[config.mk]
export PLATFORM = sky130hd
export DESIGN_NAME = program_sequencer
export DESIGN_NICKNAME = d
export VERILOG_FILES = /design/src/rtl/program_sequencer_pkg.sv /design/src/rtl/program_memory.sv /design/src/rtl/program_sequencer.sv
export SDC_FILE = /design/constraint.sdc
export NUM_CORES = 1
export LEC_CHECK = 0
export CAP_MARGIN = 10
export CORE_ASPECT_RATIO = 1.1
export CORE_MARGIN = 5
export CORE_UTILIZATION = 55
export DETAILED_ROUTE_END_ITERATION = 10
export PLACE_DENSITY_LB_ADDON = 0.25
export SLEW_MARGIN = 20
export SYNTH_ARGS = -nofsm -noshare
export SYNTH_HDL_FRONTEND = slang
export SYNTH_SLANG_ARGS = --single-unit
[constraint.sdc]
create_clock -name clk -period 2.87 [get_ports clk]
set_clock_uncertainty 0.15 [all_clocks]
set_input_delay 0.574 -clock clk [delete_from_list [all_inputs] [get_ports clk]]
set_output_delay 0.574 -clock clk [all_outputs]
set_load 0.02 [all_outputs]
[src/rtl/program_sequencer_pkg.sv]
// program_sequencer_pkg: shared state, instruction and opcode definitions for the program sequencer
package program_sequencer_pkg;
   typedef enum logic [2:0] {IDLE, LOAD, RUN, PAUSE, DONE} state_t;
   localparam logic [7:0] HALT_OPCODE_DEF = 8'hFF;
   typedef struct packed {
      logic [7:0] op;
      logic [7:0] arg;
   } instr_t;
endpackage

[src/rtl/program_memory.sv]
// program_memory: program store with synchronous write and asynchronous read
module program_memory #(
   parameter int AW = 5,
   parameter int W = 16
) (
   input  logic          clk,
   input  logic          we,
   input  logic [AW-1:0] waddr,
   input  logic [W-1:0]  wdata,
   input  logic [AW-1:0] raddr,
   output logic [W-1:0]  rdata
);
   logic [W-1:0] mem [2**AW];
   always_ff @(posedge clk)
      if (we) mem[waddr] <= wdata;
   assign rdata = mem[raddr];
endmodule

[src/rtl/program_sequencer.sv]
// program_sequencer: loads (opcode, operand) pairs and issues them one per clock to the execution unit
module program_sequencer
   import program_sequencer_pkg::*;
#(
   parameter int ROM_ADDRESS_WIDTH = 5,
   parameter int INPUT_DATA_WIDTH = 4,
   parameter logic [7:0] HALT_OPCODE = HALT_OPCODE_DEF
) (
   input  logic                          clk,
   input  logic                          reset,
   input  logic                          load_start,
   input  logic                          load_done,
   input  logic [7:0]                    byte_in,
   input  logic                          byte_valid,
   output logic                          byte_ready,
   input  logic                          run_start,
   input  logic                          halt,
   input  logic                          step,
   input  logic                          loop_en,
   output logic [2*INPUT_DATA_WIDTH-1:0] pc_o,
   output logic [2*INPUT_DATA_WIDTH-1:0] opcode_o,
   output logic [2*INPUT_DATA_WIDTH-1:0] operand_o,
   output logic                          valid_o,
   output logic [ROM_ADDRESS_WIDTH:0]    prog_len,
   output logic                          busy
);
   localparam int DW = 2 * INPUT_DATA_WIDTH;
   localparam logic [ROM_ADDRESS_WIDTH:0] FULL = {1'b1, {ROM_ADDRESS_WIDTH{1'b0}}};
   state_t state, state_d;
   logic [ROM_ADDRESS_WIDTH-1:0] pc, pc_d;
   logic [ROM_ADDRESS_WIDTH:0] prog_len_d;
   logic phase, phase_d, we, issue, last, accept;
   logic [7:0] op_q, op_d;
   logic [DW-1:0] pc_o_d, opcode_o_d, operand_o_d;
   logic valid_d, byte_ready_d, busy_d;
   logic [15:0] rdata;
   instr_t ins;

   program_memory #(.AW(ROM_ADDRESS_WIDTH), .W(16)) u_mem (
      .clk   (clk),
      .we    (we),
      .waddr (prog_len[ROM_ADDRESS_WIDTH-1:0]),
      .wdata ({op_q, byte_in}),
      .raddr (pc),
      .rdata (rdata)
   );

   assign ins = rdata;
   assign accept = byte_valid && byte_ready;
   assign last = ({1'b0, pc} == prog_len - 1'b1);

   always_comb begin
      state_d = state;
      pc_d = pc;
      prog_len_d = prog_len;
      phase_d = phase;
      op_d = op_q;
      pc_o_d = pc_o;
      opcode_o_d = opcode_o;
      operand_o_d = operand_o;
      valid_d = 1'b0;
      we = 1'b0;
      issue = 1'b0;
      if (load_start) begin
         state_d = LOAD;
         prog_len_d = '0;
         phase_d = 1'b0;
      end else begin
         case (state)
            LOAD: begin
               if (accept) begin
                  phase_d = ~phase;
                  op_d = phase ? op_q : byte_in;
                  we = phase;
                  prog_len_d = phase ? prog_len + 1'b1 : prog_len;
               end
               if (load_done) begin
                  state_d = IDLE;
                  phase_d = 1'b0;
               end
            end
            IDLE, DONE: if (run_start) begin
               pc_d = '0;
               state_d = (prog_len == '0) ? DONE : RUN;
            end
            RUN: if (halt) state_d = PAUSE; else issue = 1'b1;
            PAUSE: if (!halt) begin
               issue = step;
               if (!step && run_start) state_d = RUN;
            end
            default: state_d = IDLE;
         endcase
         // a step issue shares the RUN rules; only DONE transitions override PAUSE
         if (issue) begin
            if (ins.op == HALT_OPCODE) state_d = DONE;
            else begin
               pc_o_d = DW'(pc);
               opcode_o_d = DW'(ins.op);
               operand_o_d = DW'(ins.arg);
               valid_d = 1'b1;
               pc_d = last ? (loop_en ? '0 : pc) : pc + 1'b1;
               if (last && !loop_en) state_d = DONE;
            end
         end
      end
      byte_ready_d = (state_d == LOAD) && (prog_len_d < FULL);
      busy_d = (state_d == LOAD) || (state_d == RUN) || (state_d == PAUSE);
   end

   always_ff @(posedge clk) begin
      if (reset) begin
         state <= IDLE;
         pc <= '0;
         prog_len <= '0;
         phase <= 1'b0;
         op_q <= '0;
         pc_o <= '0;
         opcode_o <= '0;
         operand_o <= '0;
         valid_o <= 1'b0;
         byte_ready <= 1'b0;
         busy <= 1'b0;
      end else begin
         state <= state_d;
         pc <= pc_d;
         prog_len <= prog_len_d;
         phase <= phase_d;
         op_q <= op_d;
         pc_o <= pc_o_d;
         opcode_o <= opcode_o_d;
         operand_o <= operand_o_d;
         valid_o <= valid_d;
         byte_ready <= byte_ready_d;
         busy <= busy_d;
      end
   end
endmodule

; Yosys cells after proc, flatten, opt, wreduce, memory -nomap -nowiden
; Memories as Yosys holds them, arrays and structs flattened. A register that Yosys moved wholly into a read port is not among the register bits.
; Cells that the tools add are included.
; W data, S select, Z words.
[totals]
mem_bits_rw = 512
input_bits = 17
ff_bits = 47
elab_cells = 83
out_inout_bits = 33
memories = 1
[classes]
n_reduce_logical = 18
eq_ne = 10
n_lt_le_gt_ge = 1
addsub = 3
bitwise = 4
mux = 35
[memory_table]
columns = name, words, width, read_ports, rd_clocked_by_memory_dff, wr, line
row1 = u_mem.mem, 32, 16, 1, 1, 1, program_memory.sv:13  ; logic [W-1:0] mem [2**AW];
[ops]
columns = operator, n
row1 = $mux W5, 8
row2 = $mux W3, 10
row3 = $mux W6, 4
row4 = $eq A3 B2 Y1 const B, 4
row5 = $pmux W3 S4, 1
row6 = $mux W1, 11
row7 = $eq A8 B8 Y1 const B, 1
row8 = $add A6 B1 Y6 const B, 1
row9 = $eq A3 B1 Y1 const B, 2
row10 = $eq A5 B6 Y1, 1
row11 = $logic_not A6 Y1, 1
row12 = $lt A6 B6 Y1 const B, 1
row13 = $sub A6 B1 Y6 const B, 1
row14 = $add A5 B1 Y5 const B, 1
row15 = $logic_and A1 B1 Y1, 4
row16 = $ne A4 B3 Y1 const B, 1
row17 = $not A1 Y1, 4
row18 = $reduce_and A2 Y1, 2
row19 = $reduce_and A4 Y1, 1
row20 = $reduce_or A2 Y1, 2
row21 = $eq A3 B3 Y1 const B, 1
row22 = $logic_not A3 Y1, 1
row23 = $reduce_and A3 Y1, 1
row24 = $reduce_or A3 Y1, 1
row25 = other kinds (4), 6

; Depth between registers and ports, before layout
; Gate-level depths: netlist of run 1.
[depth]
word_depth = 12
depth_mapped = 13
mapped_depth_nobuf = 10

; Modules after synthesis
; Synthesis of run 1 repeated with hierarchy kept, for this count alone.
[unflattened]
cells_unflattened = 1388
area_unflattened_um2 = 22361.4
[modules_own_cells]
columns = mod, n_inst, area_each_um2, cells_each
row1 = program_memory, 1, 20215.6, 1127
row2 = program_sequencer, 1, 2145.8, 261

; Worst setup path before layout of run 1
; No wires, ideal clock.
[synth_timing]
path_type = register to register
startpoint = register with a tool-made name
endpoint = register pc_o[2]
path_slack_ps = -216
arrival_ps = 2808
required_ps = 2591
path_stages_with_launch = 11
path_buffers = 3
path_cell_list = dfxtp_1 > buf_4 > buf_6 > mux4_2 > mux4_2 > mux2_2 > and4_4 > a211oi_4 > buf_4 > mux2i_1 > nor2_1
[synth_lines]
columns = element, line
row1 = "end signal, assigned", program_sequencer.sv:129  ; pc_o <= pc_o_d;
row2 = "end, declared", program_sequencer.sv:20  ; output logic [2*INPUT_DATA_WIDTH-1:0] pc_o,

==> results of run 1 <==
==> layer usage <==
layer,global-route usage,up-vias
met2,0.361,429
met3,0.0424,61
met5,0,-
met1,0.325,5690
li1,-,4666
met4,0.0528,0
==> power groups by stage <==
| stage | logic (mW) | clock network (mW) | registers [mW] |
|---|---|---|---|
| global placement | 0.134 | 0 | 9.07 |
| floorplan | 0.0335 | 0 | 9.08 |
| finish | 0.141 | 6.72 | 8.90 |
| detailed placement | 0.140 | 0 | 9.07 |
| global route | 0.152 | 7.22 | 8.89 |
| CTS | 0.141 | 6.82 | 8.90 |
==> cell usage after synthesis (all sizes together), types with 5 or more instances <==
cell	n
nor2	84
ha	6
mux2i	27
nand3	7
a211oi	9
o22ai	16
a21oi	8
edfxtp	512
clkbuf	29
xor2	6
nor3	11
buf	28
or3b	6
nand2	16
inv	12
dfxtp	52
xnor2	7
nand3b	7
mux2	5
mux4	152
==> sequential cells by signal, summed over array words and instances, names as in the netlist, named ones only <==
signal	count
byte_ready	1
pc	5
u_mem.mem	512
op_q	8
busy	1
state	3
opcode_o	8
operand_o	8
phase	1
valid_o	1
pc_o	5
prog_len	6
==> worst reg2reg max path, delay by kind of cell (launching register included) <==
family | cells | cell delay (ps)
and+or+nand+nor | 2 | 270
muxes | 4 | 1500
buffers and inverters | 3 | 470
DFF | 1 | 430
AOI/OAI and AO/OA | 1 | 310
==> what timing repair did <==
item / CTS / global route
pin swaps: 1 / 1
endpoints found under the setup margin: 36 / 36
resized for setup: 15 / 7
buffers inserted: 5 / 4
gates cloned: 0 / 2
==> worst paths after layout <==
path / to / depth (start not counted) / startpoint / slack (ps)
min reg2reg: op_q[3]$_SDFFE_PP0P_ / 2 / op_q[3]$_SDFFE_PP0P_ / 340
max: pc_o[0]$_SDFFE_PP0P_ / 10 / flop / -360
max reg2reg: pc_o[0]$_SDFFE_PP0P_ / 10 / flop / -360
min: op_q[3]$_SDFFE_PP0P_ / 2 / op_q[3]$_SDFFE_PP0P_ / 340
==> logic make-up (layout without fill, tap and decap cells) <==
| group | after synthesis | count (layout) | synth area share |
|---|---|---|---|
| simple gates | 153 | 153 | 0.0332 |
| mux | 184 | 184 | 0.172 |
| fa+ha+maj | 6 | 6 | 0.00344 |
| flops | 564 | 564 | 0.753 |
| buf+inv | 69 | 303 | 0.0150 |
| xor+xnor | 13 | 13 | 0.00522 |
| other cells | 1 | 3 | 0.000172 |
| compound gates | 51 | 51 | 0.0182 |
==> through the flow <==
stage / setup slack (ps) / power [mW] / setup TNS, ps / utilization
floorplan: -120 / 9.11 / -2500 / -
global placement: -262 / 9.21 / -7290 / 0.614
detailed placement: -335 / 9.21 / -8650 / 0.614
CTS: -284 / 15.9 / -7250 / 0.658
global route: -424 / 16.3 / -11820 / 0.660
finish: -364 / 15.8 / -9230 / 0.660
==> cell type report <==
type	instances	area, um2
Clock inverter	21	240
Multi-Input combinational cell	410	5140
Tap cell	507	634
Sequential cell	564	16400
Clock buffer	76	1420
Timing Repair Buffer	194	1940
Inverter	12	45.0
Fill cell	2580	13300
==> summary.md, run 1 <==
| Metric | Value |
|---|---|
| Synth area leaders | `edfxtp_1, mux4_2, dfxtp_1, nor2_1, mux2i_1` |
| Routed via count | `10,800` |
| Delay-heaviest family, CP | `multiplexers` |
| Final Hold Viols | `0` |
| Max layer used | `met4` |
| Drt first pass iters | `5` |
| Largest net degree at the start of global routing | `38` |
| CTS tree | `built` |
| Netlist cell types | `48` |
| CTS Buffer Depth | `3` |
| Total gr overflow | `0` |
| Placed insts | `1,676` |
| Hold Crit Class | `reg2reg` |
| # H-tree levels | `2` |
| Net switching power figure | `3.00 mW` |
| Register bit total from synthesis | `564` |
| Post-Synthesis Cells | `1,041` |
| EDFF count, synth | `512` |
| Clk Latency, worst-skew pair | `610 ps` |
| Startpoint Class | `flop` |
| First-pass GRT wire length | `71,400 um` |
| Clock share of power | `0.426` |
| Share of cells above drive strength 1 | `0.327` |
| Status | `finished, violations left` |
| Antenna violations before repair | `0` |
| DRC | `0` |
| Routed length on met2 | `23,700 um` |
| Ant. Diodes | `0` |
| Max Fanout on Critical Path | `10` |
| Final worst setup slack | `-364 ps` |
| CP Class | `reg2reg` |
| Fin area | `25,900 um2` |
| Failing checks | `negative setup slack` |
| Initial core utilization | `0.557` |
| Row count | `76` |
| Peak supply drop | `0.619 mV` |
| Initial DRC Count | `1,040` |
| CTS root buffer | `clkbuf_16` |
| Number of global-route vias before repair | `11,100` |
| Top cell by count, worst path | `mux4_2` |
| IO Pins | `50` |
| Power per cell area | `609 nW/um2` |
| Nets | `1,257` |
| PortBufs | `46` |
| RSZ-0062 raised after global routing | `true` |
| Hold buffers post-CTS | `0` |
| Area of the die | `43,700 um2` |
| Lkg Pwr | `7.52 nW` |
| Horiz. Die Dim | `200 um` |
| Layout Cells excl Fill | `1,784` |
| Top cell type's share of synthesized area | `0.705` |
| Max Freq | `0.309 GHz` |
| CP Buf/Inv Count | `3` |
| Flop pwr share | `0.565` |
| Slew at the pin closest to its max-slew limit | `1090 ps` |
| Dominant synthesized flop cell | `edfxtp_1` |
| Post-route ant nets | `0` |
| Switch share | `0.191` |
| Seq/Total Area, Yosys | `0.753` |
| Avg Cell Area, Syn | `20.9 um2` |
| Hold Slack | `345 ps` |
| Warnings, synthesis | `0` |
| Part of the cycle the worst path needs | `1.13` |
| CTS Buf Count | `52` |
| Syn-to-layout area delta | `18.6%` |
| CP required | `3190 ps` |
| Setup-failing EPs final | `34` |
| Arr. time, crit path | `3550 ps` |
| CTS clk-pin slew, worst paths | `60 ps` |
| Global Route Usage Sum | `0.224` |
| GP Congestion | `0.830` |
| Most area-hungry cell type in the Yosys netlist | `edfxtp_1` |
| Int Pwr | `12.8 mW` |
| Cell area after synthesis | `21,800 um2` |
| Commonest non-fill, non-tap cell in the layout | `edfxtp_1` |
| CP max stage delay | `500 ps` |
| Routed wire length on met3 | `3340 um` |
| Dpl cell area | `24,000 um2` |
| Crit path time final | `3230 ps` |
| Max Slew Vio Count | `0` |
| Met1 wire length | `19,700 um` |
| Clock Sinks | `564` |
| Worst slew margin | `0.272` |
| Routed length per placed instance | `26.7 um` |
| Core outline area | `39,200 um2` |
| Vias per cell | `6.08` |
| Max cap viols | `0` |
| Total routed wirelength | `47,700 um` |
| Combinational power share | `0.009` |
| Die height | `219 um` |
| Element type at the critical path end | `flop` |
| Slowest cell on the critical path | `mux4_2` |
| Post-synth ARST share | `0` |
| Most frequent cells in the layout | `edfxtp_1, mux4_2, buf_4` |
| Crit-path cells | `buf_12 -> mux4_2 -> mux4_2 -> mux2_4 -> and4_4 -> a211oi_4 -> buf_4 -> buf_6 -> mux2i_1 -> nor2_1` |
| Post-DP HPWL | `29,400 um` |
(Power assumes the default switching activity.)
==> run 2, diff against run 1 <==
CORE_UTILIZATION = 56   (was 55)
SYNTH_HIERARCHICAL = 1   (was unset)
==> run 2 against run 1 <==
Compared with the run above: the flow still finishes with violations (negative setup slack); largest cell class unchanged; synthesized cell count increased by 33%; area after synthesis increased by 2.5%; critical path depth increased by 2; critical path type unchanged; worst setup slack improved by 310 ps; largest power group unchanged.
==> summary.md, run 2 <==
| Metric | Value |
|---|---|
| Status | `finished, violations left` |
| Failing checks | `negative setup slack` |
| CTS Buffer Depth | `3 (unchanged)` |
| Peak supply drop | `0.579 mV (-6.5%)` |
| R2r setup slk | `-50 ps (+310 ps)` |
| Share of cells above drive strength 1 | `0.207 (-0.120)` |
| Most area-hungry cell type in the Yosys netlist | `edfxtp_1` |
| Area of the die | `44,000 um2 (+0.68%)` |
| Post-synth ARST share | `0 (unchanged)` |
| GP Congestion | `0.879 (+5.8%)` |
| CTS Buf Count | `54 (+3.8%)` |
| Hold buffers post-CTS | `0 (unchanged)` |
| Initial DRC Count | `1,512 (+45%)` |
| Element type at the critical path end | `flop` |
| Horiz. Die Dim | `201 um (+0.34%)` |
| CTS root buffer | `clkbuf_16` |
| Crit-path cells | `buf_12 -> buf_16 -> mux2i_2 -> a22o_1 -> nor3_2 -> a31oi_2 -> nand3_1 -> nand4_1 -> nor2_4 -> or2_4 -> or3_4 -> a311oi_2` |
| Hold Crit Class | `reg2reg` |
| Lkg Pwr | `9.08 nW (+21%)` |
| Max cap viols | `0 (unchanged)` |
| Crit path from | `pc[0]$_SDFFE_PP0P_` |
| Nets | `1,631 (+30%)` |
| CP required | `3210 ps (+20 ps)` |
| R2r startpoint | `pc[0]$_SDFFE_PP0P_` |
| Number of global-route vias before repair | `12,900 (+16%)` |
| Final Hold Viols | `0 (unchanged)` |
| Synth top cells by count | `edfxtp_1, mux2i_1, nand2_1` |
| CTS clk-pin slew, worst paths | `60 ps (about the same)` |
| Core outline area | `39,400 um2 (+0.49%)` |
| Antenna violations before repair | `0 (unchanged)` |
| Netlist cell types | `54 (+13%)` |
| Post-Synthesis Cells | `1,388 (+33%)` |
| Final worst setup slack | `-51.1 ps (+313 ps)` |
| Delay-heaviest family, CP | `simple AND/OR/NAND/NOR gates` |
| Post-DP HPWL | `32,600 um (+11%)` |
| Max Slew Vio Count | `0 (unchanged)` |
| Clk Latency, worst-skew pair | `580 ps (-30 ps)` |
| Setup-failing EPs final | `2 (-94%)` |
| Arr. time, crit path | `3260 ps (-290 ps)` |
| Post-route ant nets | `0 (unchanged)` |
| Crit path to | `pc[3]$_SDFFE_PP0P_` |
| Slew at the pin closest to its max-slew limit | `588 ps (-502 ps)` |
| Routed via count | `13,100 (+20%)` |
| Largest Register | `u_mem/mem` |
| Crit path time final | `2920 ps (-313 ps)` |
| Total routed wirelength | `53,300 um (+12%)` |
| Max reg flops | `512 (unchanged)` |
| Global Route Usage Sum | `0.236 (+0.0121)` |
| Worst reg2reg path depth | `12 (+2)` |
| Top cell type's share of synthesized area | `0.688 (-0.0175)` |
| Drt first pass iters | `6 (+1)` |
| Hold depth | `2 (unchanged)` |
| CP Buf/Inv Count | `2 (-1)` |
| Warnings, synthesis | `6 (+6)` |
| PortBufs | `46 (unchanged)` |
| Routed length per placed instance | `24.7 um (-7.8%)` |
| CP Class | `reg2reg` |
| Startpoint Class | `flop` |
| Part of the cycle the worst path needs | `1.02 (-0.109)` |
| Most frequent cells in the layout | `edfxtp_1, mux2i_1, buf_4` |
| # H-tree levels | `2 (unchanged)` |
| Max Fanout on Critical Path | `8 (-2)` |
| CTS tree | `built` |
| Max Freq | `0.342 GHz (+11%)` |
| Power per cell area | `588 nW/um2 (-3.5%)` |
| EDFF count, synth | `512 (unchanged)` |
| First-pass GRT wire length | `78,600 um (+10%)` |
| RSZ-0062 raised after global routing | `true` |
| Vias per cell | `6.04 (-0.67%)` |
| Initial core utilization | `0.568 (+0.0114)` |
| Total gr overflow | `0 (unchanged)` |
| Synth area leaders | `edfxtp_1, mux2i_1, dfxtp_1, a22oi_1, nand2_1` |
| Clock Sinks | `559 (-0.89%)` |
| Total power draw | `15.8 mW (+0.55%)` |
| Most frequent cell after synthesis | `edfxtp_1` |
| Dominant synthesized flop cell | `edfxtp_1` |
| Cell area after synthesis | `22,400 um2 (+2.5%)` |
| Slowest cell on the critical path | `or3_4` |
| Seq/Total Area, Yosys | `0.730 (-0.0232)` |
| Fin Setup TNS | `-63.6 ps (+9170 ps)` |
| Row count | `76 (unchanged)` |
| DRC | `0 (unchanged)` |
| Commonest non-fill, non-tap cell in the layout | `edfxtp_1` |
| Final core occ | `0.684 (+0.0243)` |
| Largest net degree at the start of global routing | `37 (-2.6%)` |
| Reg2Reg Capture Point | `pc[3]$_SDFFE_PP0P_` |
| Stages on worst setup path | `12 (+2)` |
| Syn-to-layout area delta | `20.5%` |
| Register bit total from synthesis | `559 (-0.89%)` |
| Worst slew margin | `0.605 (+0.333)` |
| Die height | `220 um (+0.34%)` |
| Avg Cell Area, Syn | `16.1 um2 (-23%)` |
| CP max stage delay | `370 ps (-130 ps)` |
| IO Pins | `50 (unchanged)` |
## run 2: cell types whose count changed after synthesis, moves of 31 or more
cell / previous run / this run
nand3_1: 7 / 38
a22oi_1: 1 / 64
nand2_1: 16 / 84
a21oi_1: 8 / 59
mux4_2: 152 / 0
a22o_1: 0 / 32
mux2i_1: 27 / 265
## run 2: cell type report
cell class              instances  area (um2)
diodes                          1        2.50
flip-flops and latches        559       16300
well taps                     507         634
inverters                      11        41.3
clock inverters                26         228
repair buffers                249        2560
fillers                      2592       12400
clock buffers                  73        1470
multi-input cells             735        5670
## run 2: how the worst min path moves through the flow
stage,from,endpoint
final,operand_o[6]$_SDFFE_PP0P_,operand_o[6]$_SDFFE_PP0P_
after global routing,pc_o[2]$_SDFFE_PP0P_,pc_o[2]$_SDFFE_PP0P_
after CTS,pc_o[2]$_SDFFE_PP0P_,pc_o[2]$_SDFFE_PP0P_
after detailed placement,pc_o[2]$_SDFFE_PP0P_,pc_o[2]$_SDFFE_PP0P_
after global placement,operand_o[4]$_SDFFE_PP0P_,operand_o[4]$_SDFFE_PP0P_
after floorplan,pc[4]$_SDFFE_PP0P_,pc_o[4]$_SDFFE_PP0P_
## run 2: cell families (layout without fill, tap and decap cells)
logic type | count (synthesis) | in the layout | synth area share
xor+xnor | 10 | 10 | 0.00392
simple gates | 259 | 259 | 0.0561
buf+inv | 96 | 359 | 0.0299
flops | 559 | 559 | 0.730
mux | 265 | 265 | 0.119
other cells | 1 | 4 | 0.000168
fa+ha+maj | 4 | 4 | 0.00224
compound gates | 194 | 194 | 0.0594
## run 2: layer usage
metal | global-route usage | share of wire | vias to the layer above
li1 | - | - | 5831
met1 | 0.323 | 0.41 | 6552
met2 | 0.377 | 0.47 | 546
met3 | 0.0405 | 0.075 | 121
met4 | 0.108 | 0.045 | 0
met5 | 0 | 0 | -
## run 2: power by group
part,internal (mW),total [mW],switching (mW)
logic,0.0461,0.172,0.126
clock network,3.94,6.84,2.89
registers,8.83,8.83,0.00406
total,12.8,15.8,3.02
## run 2: worst register-to-register path, delay by kind of cell (launching register included)
kind / cells / cell delay, ps
simple gates: 6 / 1110
flops: 1 / 360
buf+inv: 2 / 330
mux: 1 / 220
compound gates: 3 / 670
## run 2: through the flow
step                      worst slack, ps  cell area (um2)  instances  hold WS [ps]
after floorplan                      -207            22400       1390           344
after global placement               -215            24600       2037           298
after detailed placement             -284            24600       2037           297
after CTS                           0.854            26600       2155           310
after global routing                 -128            26900       2160           333
final                               -51.1            26900       2161           311
## run 2: what timing repair did
item	in CTS	in global routing
pin swaps	7	15
endpoints found under the setup margin	30	30
buffers inserted	18	3
gates resized for setup	26	51
cloned	2	4
==> run 3, diff against run 2 <==
ABC_AREA = 1   (was unset)
SYNTH_HIERARCHICAL = unset   (was 1)
==> run 3 against run 2 <==
Compared with the run above: the run now ends clean; clock power is 2% lower; routed wire length is 21% higher; cell area is 1.8% lower; combinational power grew to 6.7 times the previous value; area after synthesis is 1.8% higher; via count is 23% higher; sequential share of layout area is 1.5 points higher; synthesized cell count is 39% higher; sequential cell count is 5 higher; critical path depth is 6 higher; critical path type unchanged.
==> summary.md, run 3 <==
| Metric | Value |
|---|---|
| Post-route ant nets | `0 (unchanged)` |
| Delay-heaviest family, CP | `simple AND/OR/NAND/NOR gates` |
| CP max stage delay | `450 ps (+80 ps)` |
| CTS root buffer | `clkbuf_16` |
| Peak supply drop | `0.518 mV (-11%)` |
| Largest Register | `u_mem.mem` |
| Max Slew Vio Count | `0 (unchanged)` |
| Post-DP HPWL | `38,800 um (+19%)` |
| Global Route Usage Sum | `0.277 (+0.0413)` |
| Status | `finished clean` |
| Register bit total from synthesis | `564 (+0.89%)` |
| Max cap viols | `0 (unchanged)` |
| Antenna violations before repair | `1 (+1)` |
| Horiz. Die Dim | `202 um (+0.85%)` |
| Max Freq | `0.364 GHz (+6.2%)` |
| Max reg flops | `512 (unchanged)` |
| Netlist cell types | `31 (-43%)` |
| Routed length per placed instance | `25.0 um (+1.5%)` |
| Fin area | `26,400 um2 (-1.8%)` |
| Core outline area | `40,200 um2 (+2.0%)` |
| Area of the die | `44,800 um2 (+1.7%)` |
| Most frequent cells in the layout | `edfxtp_1, nand2_1, nand3_1` |
| CP Class | `reg2reg` |
| PortBufs | `46 (unchanged)` |
| Number of global-route vias before repair | `15,100 (+17%)` |
| Part of the cycle the worst path needs | `0.958 (-0.0597)` |
| Vias per cell | `6.19 (+2.6%)` |
| Lkg Pwr | `9.41 nW (+3.6%)` |
| Arr. time, crit path | `3100 ps (-160 ps)` |
| Startpoint Class | `flop` |
| Post-Synthesis Cells | `1,925 (+39%)` |
| Final Hold Viols | `0 (unchanged)` |
| Total routed wirelength | `64,700 um (+21%)` |
| Clk Latency, worst-skew pair | `610 ps (+30 ps)` |
| IO Pins | `50 (unchanged)` |
| # H-tree levels | `2 (unchanged)` |
| Slowest cell on the critical path | `dfxtp_4` |
| FILL cells | `2,938 (+13%)` |
| DRC | `0 (unchanged)` |
| Max Fanout on Critical Path | `15 (+7)` |
| Commonest non-fill, non-tap cell in the layout | `edfxtp_1` |
| Top cell type's share of synthesized area | `0.675 (-0.0121)` |
| Synth area leaders | `edfxtp_1, nand2_1, nand3_1, dfxtp_1, nor2_1` |
| Element type at the critical path end | `flop` |
| Slew at the pin closest to its max-slew limit | `1120 ps (+535 ps)` |
| Nets | `2,056 (+26%)` |
| CTS clk-pin slew, worst paths | `60 ps (about the same)` |
| Clock Sinks | `564 (+0.89%)` |
| GP Congestion | `0.906 (+3.1%)` |
| Cell area after synthesis | `22,800 um2 (+1.8%)` |
| Avg Cell Area, Syn | `11.8 um2 (-27%)` |
| Post-synth ARST share | `0 (unchanged)` |
| Syn-to-layout area delta | `16.2%` |
| Initial DRC Count | `2,193 (+45%)` |
| Hold Crit Class | `reg2reg` |
| CTS Buf Count | `53 (-1.9%)` |
| Crit path time final | `2750 ps (-171 ps)` |
| R2r setup slk | `120 ps (+170 ps)` |
| Drt first pass iters | `6 (unchanged)` |
| Most area-hungry cell type in the Yosys netlist | `edfxtp_1` |
| Worst slew margin | `0.252 (-0.353)` |
| Most frequent cell after synthesis | `edfxtp_1` |
| Dominant synthesized flop cell | `edfxtp_1` |
| CP required | `3220 ps (about the same)` |
| Seq/Total Area, Yosys | `0.721 (-0.00848)` |
| RSZ-0062 raised after global routing | `false` |
| Die height | `221 um (+0.85%)` |
| Top cell by count, worst path | `nand2_1` |
| CTS tree | `built` |
| Total gr overflow | `0 (unchanged)` |
| CTS Buffer Depth | `3 (unchanged)` |
| Power per cell area | `636 nW/um2 (+8.1%)` |
| Largest net degree at the start of global routing | `80 (+120%)` |
| Crit-path cells | `buf_12 -> buf_16 -> nand2_1 -> nand3_1 -> nand3_1 -> nand2_1 -> nand2_1 -> nand2_1 -> nand2_1 -> nand2_2 -> nand2_1 -> nor2_2 -> nand2_4 -> nand3_2 -> nand2_4 -> nor2_1 -> nor2_2 -> buf_4` |
| Initial core utilization | `0.567 (-0.00141)` |
| Setup-failing EPs final | `0 (-2)` |
| Final core occ | `0.658 (-0.0259)` |
| CP Buf/Inv Count | `3 (+1)` |
| Share of cells above drive strength 1 | `0.114 (-0.0929)` |
| Warnings, synthesis | `0 (-6)` |
| Dpl cell area | `24,400 um2 (-0.60%)` |
| First-pass GRT wire length | `94,100 um (+20%)` |
| EDFF count, synth | `512 (unchanged)` |
| Row count | `77 (+1.3%)` |
| Synth top cells by count | `edfxtp_1, nand2_1, nand3_1` |
| Routed via count | `16,000 (+23%)` |
==> run 3: stage by stage <==
step                      power [mW]  instances  setup WS [ps]  TNS [ps]  hold slack, ps
final                           16.8       2585            120         0             314
after global routing            17.3       2584           9.31         0             333
after CTS                       16.8       2574          -1.34     -1.34             317
after detailed placement        10.2       2479           -121      -799             309
after global placement          10.2       2479          -71.8     -1100             305
after floorplan                 9.72       1927            217         0             293
==> run 3: final cells by class <==
type / count / area (um2) / area share
timing repair buffer: 173 / 1930 / 0.0731
timing repair inverter: 1 / 8.76 / 0.000331
multi-input combinational: 1202 / 5610 / 0.212
inverter: 38 / 170 / 0.00643
antenna: 1 / 2.50 / 0.0000946
sequential: 564 / 16400 / 0.621
clock inverter: 24 / 166 / 0.00629
tap: 513 / 642 / 0.0243
clock buffer: 69 / 1480 / 0.0560
==> run 3: tightest hold or removal path, delay by kind of cell (launching register included) <==
family	cells	cell delay, ps
and+or+nand+nor	1	60
AOI/OAI and AO/OA	1	50
DFF	1	310
==> run 3: timing repair <==
| item | in CTS | in global routing |
|---|---|---|
| pin swaps | 0 | 2 |
| resized for setup | 5 | 30 |
| setup endpoints to repair | 28 | 31 |
| gates cloned | 2 | 5 |
| buffers inserted | 0 | 5 |
| hold buffers | 0 | 0 |
==> run 3: per-layer routing <==
metal  GRT usage  up-vias  part of all wire
met5           0        -                 0
li1            -     7082                 -
met4       0.111        0             0.042
met1       0.378     7830              0.38
met2       0.453      949              0.48
met3      0.0435      153             0.097
==> run 3: final timing paths <==
| check | depth (start not counted) | startpoint | to |
|---|---|---|---|
| setup reg to reg | 18 | flop | pc[0]$_SDFFE_PP0P_ |
| hold reg to reg | 2 | pc_o[0]$_SDFFE_PP0P_ | pc_o[0]$_SDFFE_PP0P_ |
| setup / recovery | 18 | flop | pc[0]$_SDFFE_PP0P_ |
| hold / removal | 2 | pc_o[0]$_SDFFE_PP0P_ | pc_o[0]$_SDFFE_PP0P_ |
==> run 3: kinds of logic (layout without fill, tap and decap cells) <==
logic type | count (synthesis) | in the layout | synth area share
simple gates | 915 | 915 | 0.166
flops | 564 | 564 | 0.721
compound gates | 269 | 269 | 0.0699
buf+inv | 161 | 305 | 0.0356
xor+xnor | 9 | 9 | 0.00346
fa+ha+maj | 6 | 6 | 0.00330
other cells | 1 | 4 | 0.000165
==> run 3: power breakdown <==
group	switching [mW]	internal, mW	leakage [nW]	total, mW
registers	0.0456	8.92	5.34	8.96
clock network	2.92	3.79	0.805	6.70
logic	0.783	0.364	3.27	1.15
total	3.75	13.1	9.41	16.8
